==> src/rtl/popcount_accum.sv <==
// ============================================================================
// Module      : popcount_accum
// Description : Streaming set-bit (or clear-bit) accumulator over a framed
//               valid/ready packet, with saturating or wrapping counter.
// Revision    : 1.0 - initial release
// ============================================================================
`default_nettype none

module popcount_accum #(
    parameter int DATA_W = 8,
    parameter int CNT_W  = 13,
    parameter bit SAT    = 1'b1
) (
    input  logic              clk,
    input  logic              reset,
    input  logic              start,
    input  logic              count_zeros,
    input  logic              in_valid,
    input  logic [DATA_W-1:0] in_data,
    input  logic              in_last,
    output logic              in_ready,
    output logic              busy,
    output logic              done,
    output logic [CNT_W-1:0]  out,
    output logic              overflow
);

    localparam int PC_W = $clog2(DATA_W + 1);

    typedef enum logic [1:0] {
        IDLE  = 2'd0,
        ACCUM = 2'd1,
        DONE  = 2'd2
    } state_t;

    state_t             state;
    state_t             state_next;
    logic [CNT_W-1:0]   acc;
    logic               ovf;
    logic               mode;
    logic [DATA_W-1:0]  word;
    logic [PC_W-1:0]    pc;
    logic [CNT_W:0]     sum;
    logic [CNT_W-1:0]   acc_next;
    logic               beat;

    always_comb begin
        word = mode ? ~in_data : in_data;
        pc   = '0;
        for (int i = 0; i < DATA_W; i++) begin
            pc = pc + PC_W'(word[i]);
        end
    end

    // Extra carry bit flags overflow; saturation pins acc at all-ones.
    assign sum      = {1'b0, acc} + (CNT_W + 1)'(pc);
    assign acc_next = (sum[CNT_W] && SAT) ? '1 : sum[CNT_W-1:0];
    assign beat     = in_valid && in_ready;

    assign in_ready = (state == ACCUM);
    assign busy     = (state != IDLE);

    always_comb begin
        state_next = state;
        case (state)
            IDLE:    if (start) state_next = ACCUM;
            ACCUM:   if (beat && in_last) state_next = DONE;
            DONE:    state_next = IDLE;
            default: state_next = IDLE;
        endcase
    end

    always_ff @(posedge clk or negedge reset) begin
        if (!reset) begin
            state <= IDLE;
        end else begin
            state <= state_next;
        end
    end

    always_ff @(posedge clk or negedge reset) begin
        if (!reset) begin
            acc  <= '0;
            ovf  <= 1'b0;
            mode <= 1'b0;
        end else if (state == IDLE && start) begin
            acc  <= '0;
            ovf  <= 1'b0;
            mode <= count_zeros;
        end else if (beat) begin
            acc  <= acc_next;
            ovf  <= ovf | sum[CNT_W];
        end
    end

    always_ff @(posedge clk or negedge reset) begin
        if (!reset) begin
            out      <= '0;
            overflow <= 1'b0;
            done     <= 1'b0;
        end else begin
            done <= (state == DONE);
            if (state == DONE) begin
                out      <= acc;
                overflow <= ovf;
            end
        end
    end

endmodule

`default_nettype wire

==> config.mk <==
export PLATFORM = sky130hd
export DESIGN_NAME = popcount_accum
export DESIGN_NICKNAME = d
export VERILOG_FILES = /design/src/rtl/popcount_accum.sv
export SDC_FILE = /design/constraint.sdc
export NUM_CORES = 1
export LEC_CHECK = 0
export BUFFER_PORTS_ARGS = -buffer_cell sky130_fd_sc_hd__buf_2
export CAP_MARGIN = 25
export CORE_ASPECT_RATIO = 0.5
export CORE_MARGIN = 2
export CORE_UTILIZATION = 49
export CTS_CLUSTER_DIAMETER = 40
export DETAILED_ROUTE_END_ITERATION = 10
export PLACE_DENSITY_LB_ADDON = 0.12
export SLEW_MARGIN = 30
export SYNTH_ARGS = -nofsm -noshare
export SYNTH_HDL_FRONTEND = slang
export SYNTH_SLANG_ARGS = --single-unit
==> constraint.sdc <==
create_clock -name clk -period 4.2 [get_ports clk]
set_input_delay 0 -clock clk [delete_from_list [all_inputs] [get_ports clk]]
set_output_delay 0 -clock clk [all_outputs]
set_load 0.05 [all_outputs]
==> metrics.cfg <==
[status]
status = completed

[clocking]
clk_latency_ps = 280
clockBufferDepth = 2
tritoncts = yes
root_buffer = clkbuf_8
post_cts_buffers = 0
numCtsBuffers = 5
cts_sinks = 32
clk_pin_slew_worst_paths_ps = 70
htree_levels = 2

[pwr]
p_leak_nw = 1.04
vdd_drop_max_mv = 0.360
cellPowerDensity_mw_per_mm2 = 798

[critical_path]
reg2reg_slack_ps = 260
endpoint = acc[12]$_DFFE_PN0P_
critPathRequiredTime_ps = 4340
worstSetupEndpointType = register
critPathLaunch = mode$_DFFE_PN0P_
start_kind = register
crit_type = register to register
r2r_end = acc[12]$_DFFE_PN0P_
critPathMaxFanout = 10
r2r_start = mode$_DFFE_PN0P_
rr_worst_depth = 11
crit_arrival_ps = 4080

[global_route]
grt_antenna_before_repair = 0
grt_pass1_vias = 1175
grt_pass1_wl_um = 5580
grt-ovfl-total = 0
grtUsageTotal = 0.189
grt_max_degree = 33

[detailed_routing]
drt-initial-drc-count = 50
ant_nets = 0
dr.pass1.iters = 4
wl_um = 3290
vias_per_cell = 5.24
drc = 0
wl_per_cell_um = 13.6
vias = 1267

[logic_synthesis]
syn_avg_cell_area_um2 = 11.2
synth_top_area_cell = dfrtp_1
seq_area_frac_synth = 0.465
synth-edff-count = 0
yosysUniqueCellTypes = 42
async_flop_share = 1.00
ys_top_cells_by_area = dfrtp_1 47%, mux2_2 9.8%, fa_1 5.8%
ys_seq_elements = 32
yosys_warnings = 0
syn_nets = 179
yosys-top-cells-count = 32 x dfrtp_1, 18 x nand2_1, 15 x mux2_2
synthCells = 154
synth_top_area_frac = 0.465
syn_area_mm2 = 0.00172
synth.most_common_cell = dfrtp_1
ys.flop_type = dfrtp_1

[die]
rows = 15
dieArea_mm2 = 0.00403
ioPinCount = 31
chipWidth_um = 87.8
start_util = 0.506
die_h_um = 45.9
fp.coreArea_mm2 = 0.00340

[timing]
slew_headroom = 0.370
setup_viol = 0
worst_pin_slew_ps = 943
fmax_mhz = 254
fin_setup_tns_ps = 0
finalClockSkew_ps = 6.48
grt_setup_unrepaired = no
min_period_ps = 3940
slew_violations = 0
period_share = 0.939
finalHoldViolations = 0

[final_layout]
diodes = 0
fin_nets = 215
area_growth_pct = 18.6
design_area_mm2 = 0.00204
drive_above_1_share = 0.309

[placed_design]
placed_area_mm2 = 0.00192
port_buffers = 30
dpl.hpwl_um = 2400
gp_congestion = 0.835

[min_path]
hold_path.class = primary input to register

[job]
cap_viol_max_count = 0

## flip-flops by register name, summed over array words and instances (netlist names)
name / flops
overflow: 1
done: 1
acc: 13
mode: 1
state: 2
out: 13
ovf: 1
## critical path: stages, from the launching register on
cell and delay [ps]:
dfrtp_1 410, xor2_1 200, fa_1 470, fa_1 550, inv_1 50, fa_1 530
inv_1 60, fa_1 460, a211o_1 360, a21oi_1 190, or3_1 380, o211ai_1 150
## worst min path at each step
| stage | end | from | cells after the start |
|---|---|---|---|
| after floorplan | acc[0]$_DFFE_PN0P_ | reset | 0 |
| after global placement | done$_DFF_PN0_ | reset | 1 |
| after detailed placement | done$_DFF_PN0_ | reset | 1 |
| after CTS | ovf$_DFFE_PN0P_ | start | 3 |
| after global routing | ovf$_DFFE_PN0P_ | start | 3 |
| final | ovf$_DFFE_PN0P_ | start | 3 |
## repair_timing
action,4_1_cts,5_1_grt
endpoints found under the hold margin,34,0
resized for setup,0,0
hold buffers,3,0
## area by class of cell
type | count | area (um^2)
fill | 311 | 1360
sequential | 32 | 801
inverter | 6 | 22.5
clock inverter | 2 | 10.0
clock buffer | 6 | 82.6
multi-input combinational | 110 | 866
timing repair buffer | 35 | 195
tap | 51 | 63.8
## power by group
part	internal, mW	switching, mW
clock	0.131	0.110
combinational	0.400	0.575
sequential	0.367	0.0466
## metrics by stage
stage	utilization	worst slack, ps	std cells	hold WS [ps]	power [mW]
2_1_floorplan	-	159	154	-296	1.18
3_3_place_gp	0.565	376	231	89.6	1.39
3_5_place_dp	0.565	232	231	96.1	1.39
4_1_cts	0.601	231	242	187	1.66
5_1_grt	0.601	36.9	242	219	1.80
6_report	0.601	257	242	202	1.63
## cell usage in the layout, fill, tap and decap left out, types with 3 or more instances in the layout
cell | Yosys | routed
dfrtp_1 | 32 | 32
a22oi_1 | 3 | 3
xor2_1 | 7 | 7
a21oi_1 | 6 | 6
nand2_1 | 18 | 18
inv_1 | 6 | 6
nand3b_1 | 3 | 3
o21a_1 | 3 | 3
nor2_1 | 4 | 4
ha_1 | 6 | 6
o21ai_0 | 3 | 3
fa_1 | 5 | 5
buf_2 | 1 | 30
clkbuf_8 | 0 | 6
nand3_1 | 5 | 5
mux2_2 | 15 | 15
dlygate4sd3_1 | 0 | 3
## metal layers
metal  global-route usage  wire [um]
met1                0.271       1710
met3               0.0543        211
met4               0.0646         34
met2                0.279       1330
met5                    0          0
## cell families after synthesis
logic type | count (synthesis) | synth area share
adders and majority gates | 11 | 0.102
xor gates and xnor gates | 9 | 0.0458
AOI/OAI and AO/OA | 26 | 0.103
DFF | 32 | 0.465
and+or+nand+nor | 48 | 0.148
muxes | 16 | 0.104
buffers and inverters | 12 | 0.0313
Power figures use the tool's default switching activity.
